--- src/rtl/shake_pkg.sv ---
// Shared types and constants for the SHAKE core controllers.
package shake_pkg;

  localparam int KECCAK_ROUNDS = 24;
  localparam int ROUND_IDX_W   = 5;

  typedef enum logic [2:0] {
    IDLE,
    ABSORB,
    PERMUTE,
    WAIT_INPUT,
    SQUEEZE
  } state_t;

endpackage

--- src/rtl/round_counter.sv ---
// Modulo-ROUNDS round counter; sits at zero whenever no permutation is running.
module round_counter
  import shake_pkg::*;
#(
  parameter int ROUNDS = KECCAK_ROUNDS
) (
  input  logic                   clk,
  input  logic                   rst,
  input  logic                   en,
  output logic [ROUND_IDX_W-1:0] count,
  output logic                   last
);

  logic [ROUND_IDX_W-1:0] count_d, count_q;

  assign last  = (count_q == ROUND_IDX_W'(ROUNDS - 1));
  assign count = count_q;

  always_comb begin
    count_d = count_q;
    if (en) begin
      count_d = last ? '0 : count_q + 1'b1;
    end
  end

  always_ff @(posedge clk or posedge rst) begin
    if (rst) begin
      count_q <= '0;
    end else begin
      count_q <= count_d;
    end
  end

endmodule

--- src/rtl/permute_fsm.sv ---
// Absorb/permute/squeeze sequencer for the Keccak state datapath.
// Drives enables only; all data lives in the buffers and state register.
module permute_fsm
  import shake_pkg::*;
#(
  parameter int ROUNDS    = KECCAK_ROUNDS,
  parameter int OUT_BLK_W = 16
) (
  input  logic                   clk,
  input  logic                   rst,
  input  logic                   input_buffer_ready,
  input  logic                   last_block_in_buffer,
  input  logic [OUT_BLK_W-1:0]   output_blocks,
  input  logic                   output_buffer_ready,
  output logic                   input_buffer_ready_clr,
  output logic                   absorb_enable,
  output logic                   round_enable,
  output logic [ROUND_IDX_W-1:0] round_index,
  output logic                   state_reset,
  output logic                   output_buffer_ready_wr,
  output logic                   last_output_block_wr,
  output logic                   busy
);

  state_t                 state_d, state_q;
  logic [OUT_BLK_W-1:0]   rem_d, rem_q;
  logic                   last_d, last_q;
  logic                   round_last;

  round_counter #(.ROUNDS(ROUNDS)) u_round_counter (
    .clk   (clk),
    .rst   (rst),
    .en    (round_enable),
    .count (round_index),
    .last  (round_last)
  );

  assign busy = (state_q != IDLE);

  always_comb begin
    state_d                = state_q;
    rem_d                  = rem_q;
    last_d                 = last_q;
    input_buffer_ready_clr = 1'b0;
    absorb_enable          = 1'b0;
    round_enable           = 1'b0;
    state_reset            = 1'b0;
    output_buffer_ready_wr = 1'b0;
    last_output_block_wr   = 1'b0;
    case (state_q)
      IDLE: begin
        if (input_buffer_ready) begin
          rem_d   = (output_blocks == '0) ? OUT_BLK_W'(1) : output_blocks;
          state_d = ABSORB;
        end
      end
      ABSORB: begin
        absorb_enable          = 1'b1;
        input_buffer_ready_clr = 1'b1;
        last_d                 = last_block_in_buffer;
        state_d                = PERMUTE;
      end
      PERMUTE: begin
        round_enable = 1'b1;
        // The last message block has priority over a waiting input block.
        if (round_last) begin
          if (last_q) begin
            state_d = SQUEEZE;
          end else if (input_buffer_ready) begin
            state_d = ABSORB;
          end else begin
            state_d = WAIT_INPUT;
          end
        end
      end
      WAIT_INPUT: begin
        if (input_buffer_ready) begin
          state_d = ABSORB;
        end
      end
      SQUEEZE: begin
        if (!output_buffer_ready) begin
          output_buffer_ready_wr = 1'b1;
          last_output_block_wr   = (rem_q == OUT_BLK_W'(1));
          if (rem_q <= OUT_BLK_W'(1)) begin
            state_reset = 1'b1;
            last_d      = 1'b0;
            state_d     = IDLE;
          end else begin
            rem_d   = rem_q - 1'b1;
            state_d = PERMUTE;
          end
        end
      end
      default: begin
        state_d = IDLE;
      end
    endcase
  end

  always_ff @(posedge clk or posedge rst) begin
    if (rst) begin
      state_q <= IDLE;
      rem_q   <= '0;
      last_q  <= 1'b0;
    end else begin
      state_q <= state_d;
      rem_q   <= rem_d;
      last_q  <= last_d;
    end
  end

endmodule

--- config.mk ---
export PLATFORM = sky130hd
export DESIGN_NAME = permute_fsm
export DESIGN_NICKNAME = d
export VERILOG_FILES = /design/src/rtl/shake_pkg.sv /design/src/rtl/round_counter.sv /design/src/rtl/permute_fsm.sv
export SDC_FILE = /design/constraint.sdc
export NUM_CORES = 1
export LEC_CHECK = 0
export BUFFER_PORTS_ARGS = -buffer_cell sky130_fd_sc_hd__buf_2
export CAP_MARGIN = 30
export CORE_MARGIN = 1.5
export CORE_UTILIZATION = 59
export DETAILED_ROUTE_END_ITERATION = 10
export PLACE_DENSITY = 0.9
export SLEW_MARGIN = 20
export SYNTH_ARGS = -nofsm -noshare
export SYNTH_HDL_FRONTEND = slang
export SYNTH_HIERARCHICAL = 1
export SYNTH_SLANG_ARGS = --single-unit
--- constraint.sdc ---
create_clock -name clk -period 4.33 [get_ports clk]
set_clock_uncertainty 0.1 [all_clocks]
set_input_delay 0.6495 -clock clk [delete_from_list [all_inputs] [get_ports clk]]
set_output_delay 0.6495 -clock clk [all_outputs]
set_load 0.03 [all_outputs]
-- Word-level counts from Yosys, hierarchy flattened
Cells that the tools add are included.
- bits in registers: 25
- word-level logic and storage cells: 53
- $add $sub $neg: 2
- magnitude comparators: 1
- equal/unequal tests: 12
- multiplexer cells: 25
- reductions and logical operators: 9
- operators by type and width (kind ; count):
    2-to-1 mux 16 bit ; 4
    case mux 16 bit (2 select lines) ; 1
    equality test 16 x 1 -> 1 bit, second input constant ; 1
    less-or-equal comparator 16 x 1 -> 1 bit, second input constant ; 1
    zero test 16 bit ; 1
    subtractor 16 x 1 -> 16 bit, second input constant ; 1
    2-to-1 mux 3 bit ; 4
    case mux 3 bit (4 select lines) ; 1
    2-to-1 mux 1 bit ; 11
    inequality test 2 bit, second input constant ; 4
    equality test 3 x 2 -> 1 bit, second input constant ; 2
    AND reduction 3 bit ; 2
    adder 5 x 1 -> 5 bit, second input constant ; 1
    equality test 5 bit, second input constant ; 1
    2-to-1 mux 5 bit ; 1
    2-to-1 mux 2 bit ; 2
    inequality test 2 x 1 -> 1 bit, second input constant ; 2
    AND reduction 4 bit ; 1
    nonzero test 2 bit ; 2
    equality test 3 x 1 -> 1 bit, second input constant ; 1
    equality test 3 bit, second input constant ; 1
    zero test 3 bit ; 1
    nonzero test 3 bit ; 1
    case mux 1 bit (2 select lines) ; 1
    OR reduction 2 bit ; 1

-- Depth between registers and ports, before layout
Gate-level depths: netlist of the first run.
- word-level depth: 4
- depth in mapped cells: 7

-- Modules after synthesis
The synthesis of the first run kept the hierarchy.
- by module, submodules not included (module ; instances ; cells an instance ; area an instance (sq um) ; seq. area each (sq um)):
    permute_fsm ; 1 ; 170 ; 1456.4 ; 500.5
    round_counter ; 1 ; 20 ; 237.7 ; 125.1

-- Worst setup path after synthesis of the first run
OpenSTA, ideal clock, no wires.
- path type: register to output
- from: register state_q[1]
- to: output port last_output_block_wr
- arrival time: 2104 ps
- data required time: 3580 ps
- setup slack: 1477 ps
- cell stages (with the launch flop): 8
- path buffers: 2
- path through: dfrtp_1 buf_2 nor2_1 nand2_2 buf_1 nor2_1 nand3_1 nor2_1
- word-level cells in the longest chain between the ends: 2
- ends and longest elaborated chain (element ; RTL line ; RTL):
    start: declaration ; permute_fsm.sv:25 ; state_t state_d, state_q;
    start signal: assignment ; permute_fsm.sv:107 ; state_q <= state_d;
    equality test 3 bit ; permute_fsm.sv:50 ; case (state_q)
    2-to-1 mux 1 bit ; permute_fsm.sv:50 ;
    end: declaration ; permute_fsm.sv:21 ; output logic last_output_block_wr,
Every way passes these cells.

-- Final worst setup path of the first run
- from: register rem_q[4]
- to: output port state_reset
- word-level cells in the longest chain between the ends: 4
- ends and longest elaborated chain (element ; RTL line ; RTL):
    start: declaration ; permute_fsm.sv:26 ; logic [OUT_BLK_W-1:0] rem_d, rem_q;
    start signal: assignment ; permute_fsm.sv:108 ; rem_q <= rem_d;
    less-or-equal comparator 16 x 1 -> 1 bit ; permute_fsm.sv:85 ; if (rem_q <= OUT_BLK_W'(1)) begin
    2-to-1 mux 1 bit ; permute_fsm.sv:85 ;
    2-to-1 mux 1 bit ; permute_fsm.sv:82 ; if (!output_buffer_ready) begin
    2-to-1 mux 1 bit ; permute_fsm.sv:50 ;
    end: declaration ; permute_fsm.sv:19 ; output logic state_reset,
Every way passes these cells.

==> results of run 1 <==
[worst max-delay path by stage]
stage                                      end  startpoint
after floorplan           last_output_block_wr  state_q[1]
after global placement             state_reset    rem_q[4]
after detailed placement           state_reset    rem_q[4]
after CTS                          state_reset    rem_q[4]
after global routing               state_reset    rem_q[4]
final                              state_reset    rem_q[4]
[cell usage in the layout (no fill, tap or decap), drive strengths merged, types with 3 or more instances in the layout]
cell type  instances
clkbuf             3
buf               33
ha                 3
nand3              5
a22oi              4
inv                6
nor4               6
nor2              20
dfrtp             25
o21ai             21
nand2b             4
o22a               4
nor3              16
nand2             10
mux2               3
o21a               4
a21oi             14
[area by class of cell]
type | count | area [um^2]
multi-input cells | 148 | 970
fillers | 233 | 878
flip-flops and latches | 25 | 626
repair buffers | 33 | 171
well taps | 31 | 38.8
clock buffers | 3 | 22.5
inverters | 6 | 22.5
clock inverters | 1 | 5.00
[synthesized netlist by cell type, types with 3 or more instances]
library cell | count | area (um^2)
dfrtp_1 | 25 | 626
nor2_1 | 20 | 75.1
o21ai_0 | 19 | 95.1
a21oi_1 | 14 | 70.1
nor3_1 | 14 | 70.1
nand2_1 | 9 | 33.8
inv_1 | 6 | 22.5
a22oi_1 | 4 | 30.0
buf_2 | 4 | 20.0
nand2b_1 | 4 | 25.0
nand3_1 | 4 | 20.0
nor4_1 | 4 | 25.0
o21a_1 | 4 | 30.0
buf_6 | 3 | 33.8
ha_1 | 3 | 37.5
o22a_1 | 3 | 26.3
[flip-flops by register name, indices dropped and copies added, names as in the netlist]
name	count
last_q	1
u_round_counter/count	5
rem_q	16
state_q	3
[critical path, delay by kind of cell, from the launching register on]
| kind | cells | cell delay, ns |
|---|---|---|
| flops | 1 | 0.46 |
| buf+inv | 1 | 0.23 |
| simple gates | 3 | 1.07 |
| compound gates | 1 | 0.18 |
[logic make-up after synthesis]
group / count (synthesis)
and+or+nand+nor: 78
AOI/OAI and AO/OA: 62
DFF: 25
buffers and inverters: 17
muxes: 4
adders and majority gates: 3
xor gates and xnor gates: 1
[power groups by stage]
stage               Sequential (W)  Combinational (W)  Clock [W]
floorplan                 0.000497           0.000455          0
global placement          0.000506           0.000539          0
detailed placement        0.000515           0.000553          0
CTS                       0.000510           0.000555   0.000109
global route              0.000537           0.000615   0.000120
finish                    0.000512           0.000552   0.000107
[through the flow]
step	setup slack [ns]	std cells	total power (W)	instance area (um^2)
after floorplan	1.48	190	0.000952	1690
after global placement	1.76	242	0.00104	1820
after detailed placement	1.68	243	0.00107	1830
after CTS	1.29	247	0.00117	1860
after global routing	1.14	247	0.00127	1860
final	1.32	247	0.00117	1860
[layer usage]
| layer | vias up | share of wire, % |
|---|---|---|
| li1 | 767 | - |
| met3 | 5 | 5.3 |
| met5 | - | 0 |
| met1 | 725 | 45 |
| met4 | 0 | 1.3 |
| met2 | 45 | 48 |
==> flow_metrics.env, run 1 <==
export IMPL_outcome="finished clean"
export IMPL_cts_setup_buffers=0
export IMPL_synthFlopType="dfrtp_1"
export IMPL_grtUsageTotal_pct=26.0
export IMPL_p_sw_share_pct=48.1
export IMPL_synth_simple_gate_area_share_pct=27.0
export IMPL_grt_pass1_wl_um=6600
export IMPL_fin_crit_ns=3.01
export IMPL_peakVddDrop_mv=0.478
export IMPL_ys_types=56
export IMPL_drtAntennaViolNets=0
export IMPL_dp_final_hpwl_um=2850
export IMPL_seq_area_frac_synth_pct=36.9
export IMPL_timing_final_crit_share_pct=69.6
export IMPL_synthAdderAreaFrac_pct=2.22
export IMPL_vias=1542
export IMPL_rsz0062_at_grt="false"
export IMPL_fp_dieH_um=56.6
export IMPL_gp_congestion=0.888
export IMPL_internal_power_w=0.000608
export IMPL_synth_compound_area_share_pct=24.9
export IMPL_holdBufCountCts=0
export IMPL_power_frac_seq_pct=43.7
export IMPL_hold_viol=0
export IMPL_cts_sinks=25
export IMPL_grt_max_degree=29
export IMPL_numCtsBuffers=3
export IMPL_r2r_slack_ns=1.78
export IMPL_io_pins=33
export IMPL_die_area_um2=3200
export IMPL_cts_htree_levels=1
export IMPL_insertion_delay_ns=0.33
export IMPL_max_stage_delay_ns=0.56
export IMPL_p_leak_nw=0.763
export IMPL_met1_usage_pct=37.7
export IMPL_slowest_stage="nor4_2"
export IMPL_slew_viol_final=0
export IMPL_tns_ns=0
export IMPL_fmax_ghz=0.332
export IMPL_reg2regPathDepth=5
export IMPL_cp_data_required_time_ns=3.58
export IMPL_netlist_instances=190
export IMPL_reg2reg_to="rem_q[0]"
export IMPL_ys_seq_elements=25
export IMPL_start_kind="flop"
export IMPL_clk_pin_slew_ns=0.13
export IMPL_firstDrtPassIters=4
export IMPL_maxSlewHeadroom_pct=42.0
export IMPL_tightest_slew_ns=0.871
export IMPL_core_um2=2730
export IMPL_avgSynthCellArea_um2=8.92
export IMPL_top_usage_layer="met2"
export IMPL_pwr_share_clk_pct=9.2
export IMPL_port_buffers=32
export IMPL_p_comb_share_pct=47.1
export IMPL_vias_per_cell=6.24
export IMPL_cp_arrival_ns=2.27
export IMPL_critPathMaxFanout=6
export IMPL_hold_path_class="input port to async pin"
export IMPL_fin_util_pct=67.9
export IMPL_worstPathCellList="nor4_2 > o21ai_2 > or2_2 > nor3_2 > buf_2"
export IMPL_routedWlPerCell_um=15.2
export IMPL_grt_pass1_vias=1437
export IMPL_syn_area_um2=1690
export IMPL_finalNetCount=241
export IMPL_syn_nets=214
export IMPL_drive_above_1_share_pct=25.5
export IMPL_drt_iter0_drc=122
export IMPL_synthMuxAreaShare_pct=2.58
export IMPL_rows=19
export IMPL_synth_top_family_by_area="simple AND/OR/NAND/NOR gates"
export IMPL_cts_root_buf="clkbuf_4"
export IMPL_cts_tree="built"
export IMPL_end_kind="output port"
export IMPL_area_growth_pct=9.53
export IMPL_max_cap_violations=0
export IMPL_antenna_found_initial=0
export IMPL_r2r_start="rem_q[4]"
export IMPL_n_antenna_cell=0
export IMPL_drc_errors=0
export IMPL_setup_viol=0
export IMPL_synth_edff_count=0
export IMPL_clockBufferDepth=2
export IMPL_met3_usage_pct=3.69
export IMPL_switching_power_w=0.000563
export IMPL_synth_warnings=6
export IMPL_synth_xor_area_share_pct=0.517
export IMPL_grt_use_met2_pct=38.9
export IMPL_power_per_cell_area_nw_per_um2=631
export IMPL_async_flop_share_pct=100
export IMPL_timing_worst_setup_path_type="flop to output port"
export IMPL_cts_resized=0
export IMPL_finalWirelength_um=3760
export IMPL_whs_ns=0.112
export IMPL_start_util_pct=62.0
export IMPL_overflow=0
export IMPL_die_x_um=56.6
Note: power is estimated with default switching activity, not from simulation.
==> run 2, diff against run 1 <==
- CORE_UTILIZATION: 59 -> 55
- PLACE_DENSITY: 0.9 -> 0.86
- clock period: 4.33 -> 3 ns (I/O delays scaled with it)
==> flow_metrics.env, run 2 (same netlist as run 1, synthesis figures left out) <==
export IMPL_maxSlewHeadroom_pct=47.8
export IMPL_die_x_um=58.5
export IMPL_grtUsageTotal_pct=24.1
export IMPL_cp_arrival_ns=2.19
export IMPL_n_antenna_cell=0
export IMPL_clockBufferDepth=2
export IMPL_tightest_slew_ns=0.781
export IMPL_finalNetCount=244
export IMPL_dp_final_hpwl_um=2790
export IMPL_hold_start="last_block_in_buffer"
export IMPL_overflow=0
export IMPL_fp_dieH_um=58.5
export IMPL_insertion_delay_ns=0.32
export IMPL_critPathMaxFanout=6
export IMPL_cts_sinks=25
export IMPL_cts_resized=0
export IMPL_largest_register="rem_q"
export IMPL_outcome="finished clean"
export IMPL_drt_iter0_drc=70
export IMPL_drive_above_1_share_pct=25.6
export IMPL_cts_setup_buffers=0
export IMPL_reg2regPathDepth=6
export IMPL_largest_reg_flops=16
export IMPL_vias_per_cell=6.29
export IMPL_hold_path_class="input port to flop"
export IMPL_final_cell_mix="32 x buf_2, 25 x dfrtp_1, 20 x nor2_1"
export IMPL_cts_tree="built"
export IMPL_peakVddDrop_mv=0.603
export IMPL_max_stage_delay_ns=0.51
export IMPL_die_area_um2=3420
export IMPL_rows=19
export IMPL_fmax_ghz=0.365
export IMPL_firstDrtPassIters=4
export IMPL_drtAntennaViolNets=0
export IMPL_holdBufCountCts=1
export IMPL_whs_ns=0.225
export IMPL_fin_crit_ns=2.74
export IMPL_max_cap_violations=0
export IMPL_end_kind="output port"
export IMPL_hold_viol=0
export IMPL_final_common_cell="buf_2"
export IMPL_min_delay_path_depth=3
export IMPL_setup_viol=0
export IMPL_slew_viol_final=0
export IMPL_start_kind="flop"
export IMPL_fin_util_pct=66.3
export IMPL_grt_pass1_vias=1456
export IMPL_vias=1572
export IMPL_drc_errors=0
export IMPL_slowest_stage="nor4_2"
export IMPL_cts_htree_levels=1
export IMPL_r2r_start="rem_q[4]"
export IMPL_rsz0062_at_grt="false"
export IMPL_core_um2=2830
export IMPL_tns_ns=0
export IMPL_routedWlPerCell_um=14.8
export IMPL_reg2reg_to="rem_q[6]"
export IMPL_io_pins=33
export IMPL_worstHoldEndpoint="last_q"
export IMPL_worstPathCellList="nor4_2 > o21ai_2 > or2_2 > nor3_2 > buf_2"
export IMPL_port_buffers=32
export IMPL_area_growth_pct=10.7
export IMPL_cts_root_buf="clkbuf_4"
export IMPL_antenna_found_initial=0
export IMPL_gp_congestion=0.822
export IMPL_r2r_slack_ns=0.69
export IMPL_p_leak_nw=0.772
export IMPL_numCtsBuffers=3
export IMPL_start_util_pct=59.9
export IMPL_p_total_w=0.00168
export IMPL_power_per_cell_area_nw_per_um2=894
export IMPL_grt_pass1_wl_um=6390
export IMPL_grt_max_degree=28
export IMPL_clk_pin_slew_ns=0.14
export IMPL_timing_worst_setup_path_type="flop to output port"
export IMPL_cp_data_required_time_ns=2.45
export IMPL_timing_final_crit_share_pct=91.3
export IMPL_finalWirelength_um=3690
[run 2: stage by stage]
stage | std cells | setup WS, ns | area, um^2
floorplan | 190 | 0.346 | 1690
global placement | 245 | 0.677 | 1840
detailed placement | 245 | 0.629 | 1840
CTS | 250 | 0.245 | 1880
global route | 250 | 0.111 | 1880
finish | 250 | 0.262 | 1880
[run 2: per-layer routing]
layer | vias up | global-route usage (%) | share of wire [%]
met4 | 0 | 10.3 | 1.3
met2 | 53 | 39.5 | 48
li1 | 776 | - | -
met3 | 4 | 1.98 | 5.2
met5 | - | 0 | 0
met1 | 739 | 32.9 | 46
[run 2: final cells by class]
| cell class | instances | area, um^2 |
|---|---|---|
| Clock buffer | 4 | 26.3 |
| Fill cell | 246 | 953 |
| Inverter | 6 | 22.5 |
| Multi-Input combinational cell | 148 | 970 |
| Sequential cell | 25 | 626 |
| Tap cell | 31 | 38.8 |
| Timing Repair Buffer | 36 | 193 |
[run 2: where the power goes]
group          internal, W  switching, W  total (W)
Sequential        0.000497      0.000235   0.000732
Clock            0.0000520     0.0000995   0.000151
Combinational     0.000337      0.000456   0.000793
Total             0.000886      0.000791    0.00168
[run 2: how the worst max path moves through the flow]
stage | startpoint | to
finish | rem_q[4] | state_reset
global route | rem_q[4] | state_reset
CTS | rem_q[4] | state_reset
detailed placement | rem_q[4] | state_reset
global placement | rem_q[4] | state_reset
floorplan | state_q[1] | last_output_block_wr
[run 2: worst max-delay path: cells and delay by family, from the launching register on]
kind	cells	cell delay, ns
flip-flops	1	0.46
AO/OA/AOI/OAI	1	0.17
buffers and inverters	1	0.22
AND/OR/NAND/NOR	3	1.03
==> run 3, diff against run 2 <==
- CELL_PAD_IN_SITES_DETAIL_PLACEMENT: unset -> 0
- CELL_PAD_IN_SITES_GLOBAL_PLACEMENT: unset -> 1
- CORE_UTILIZATION: 55 -> 41
- PLACE_DENSITY: 0.86 -> 0.85
==> flow_metrics.env, run 3 (same netlist as run 1, synthesis figures left out) <==
export IMPL_outcome="finished clean"
export IMPL_cp_data_required_time_ns=2.45
export IMPL_largest_reg_flops=16
export IMPL_dp_final_hpwl_um=3000
export IMPL_rsz0062_at_grt="false"
export IMPL_fmax_ghz=0.383
export IMPL_grt_pass1_wl_um=6600
export IMPL_tns_ns=0
export IMPL_core_um2=4000
export IMPL_antenna_found_initial=0
export IMPL_finalWirelength_um=4070
export IMPL_peakVddDrop_mv=0.605
export IMPL_finalNetCount=246
export IMPL_cts_tree="built"
export IMPL_end_kind="output port"
export IMPL_drive_above_1_share_pct=26.7
export IMPL_n_antenna_cell=0
export IMPL_tightest_slew_ns=0.806
export IMPL_start_kind="flop"
export IMPL_gp_congestion=0.780
export IMPL_overflow=0
export IMPL_vias_per_cell=5.63
export IMPL_cts_root_buf="clkbuf_8"
export IMPL_timing_final_crit_share_pct=87.0
export IMPL_drt_iter0_drc=112
export IMPL_fp_dieH_um=67.3
export IMPL_dpl_cell_area_um2=1880
export IMPL_cp_arrival_ns=2.06
export IMPL_vias=1526
export IMPL_grt_max_degree=27
export IMPL_timing_worst_setup_path_type="flop to output port"
export IMPL_routedWlPerCell_um=15.0
export IMPL_rows=23
export IMPL_power_per_cell_area_nw_per_um2=912
export IMPL_clk_pin_slew_ns=0.09
export IMPL_die_x_um=67.3
export IMPL_hold_path_class="input port to flop"
export IMPL_firstDrtPassIters=4
export IMPL_port_buffers=32
export IMPL_wl_met1_um=1940
export IMPL_max_cap_violations=0
export IMPL_final_cell_mix="32 x buf_2, 25 x dfrtp_1, 20 x nor2_1"
export IMPL_grtUsageTotal_pct=19.4
export IMPL_area_growth_pct=14.2
export IMPL_final_cell_area_um2=1930
export IMPL_grt_pass1_vias=1346
export IMPL_hold_viol=0
export IMPL_top_layer="met4"
export IMPL_critPathMaxFanout=5
export IMPL_wl_met3_um=163
export IMPL_largest_register="rem_q"
export IMPL_final_common_cell="buf_2"
export IMPL_io_pins=33
export IMPL_p_leak_nw=0.792
export IMPL_maxSlewHeadroom_pct=46.2
export IMPL_numCtsBuffers=3
export IMPL_cts_htree_levels=1
export IMPL_cts_sinks=25
export IMPL_clockBufferDepth=2
export IMPL_slew_viol_final=0
export IMPL_wl_met2_um=1920
export IMPL_setup_viol=0
export IMPL_drc_errors=0
export IMPL_insertion_delay_ns=0.27
export IMPL_drtAntennaViolNets=0
export IMPL_die_area_um2=4530
export IMPL_fin_crit_ns=2.61
export IMPL_start_util_pct=42.4
==> run 3: path summary, 6_finish.rpt <==
check                                startpoint                       end  slack [ns]  cells after the start
setup / recovery                       rem_q[9]               state_reset        0.39                      5
hold / removal             last_block_in_buffer                    last_q        0.29                      3
setup reg to reg                       rem_q[0]                 rem_q[14]        0.75                      7
hold reg to reg                       rem_q[15]                 rem_q[15]        0.44                      1
max in group asynchronous                   rst                  rem_q[2]        1.52                      3
min in group asynchronous                   rst  u_round_counter/count[1]        0.53                      3
==> run 3: final cells by class <==
class,count,area (um^2)
Timing Repair Buffer,38,208
Clock inverter,1,5.00
Tap cell,50,62.6
Sequential cell,25,626
Multi-Input combinational cell,148,970
Inverter,6,22.5
Clock buffer,3,41.3
Fill cell,404,2070
==> run 3: critical path, cell delays in order, from the launching register on <==
cell,delay (ns)
dfrtp_1,0.44
nor4_4,0.41
nand3_2,0.19
or2_2,0.35
nor3_2,0.17
buf_2,0.22
==> run 3: what timing repair did <==
item / in CTS / in global routing
buffers inserted: 0 / 0
endpoints found under the setup margin: 0 / 0
hold buffers: 1 / 0
gates resized for setup: 0 / 0
endpoints found under the hold margin: 5 / 0
==> run 3: routing by layer <==
layer,global-route usage (%),up-vias
li1,-,774
met1,28.9,716
met2,29.1,31
met3,2.83,5
met4,5.36,0
met5,0,-
==> run 3: per-stage QoR <==
stage	worst slack (ns)	std cells	total power, W	hold slack, ns	util, %
floorplan	0.346	190	0.00137	0.129	-
global placement	0.702	266	0.00155	0.264	47.0
detailed placement	0.692	266	0.00156	0.274	47.0
CTS	0.379	271	0.00177	0.283	48.4
global route	0.236	271	0.00190	0.291	48.4
finish	0.389	271	0.00176	0.293	48.4
==> run 3: power breakdown <==
part           total [W]  switching, W  internal (W)
clock network   0.000207      0.000114     0.0000931
logic           0.000817      0.000469      0.000347
registers       0.000740      0.000243      0.000498
total            0.00176      0.000825      0.000938
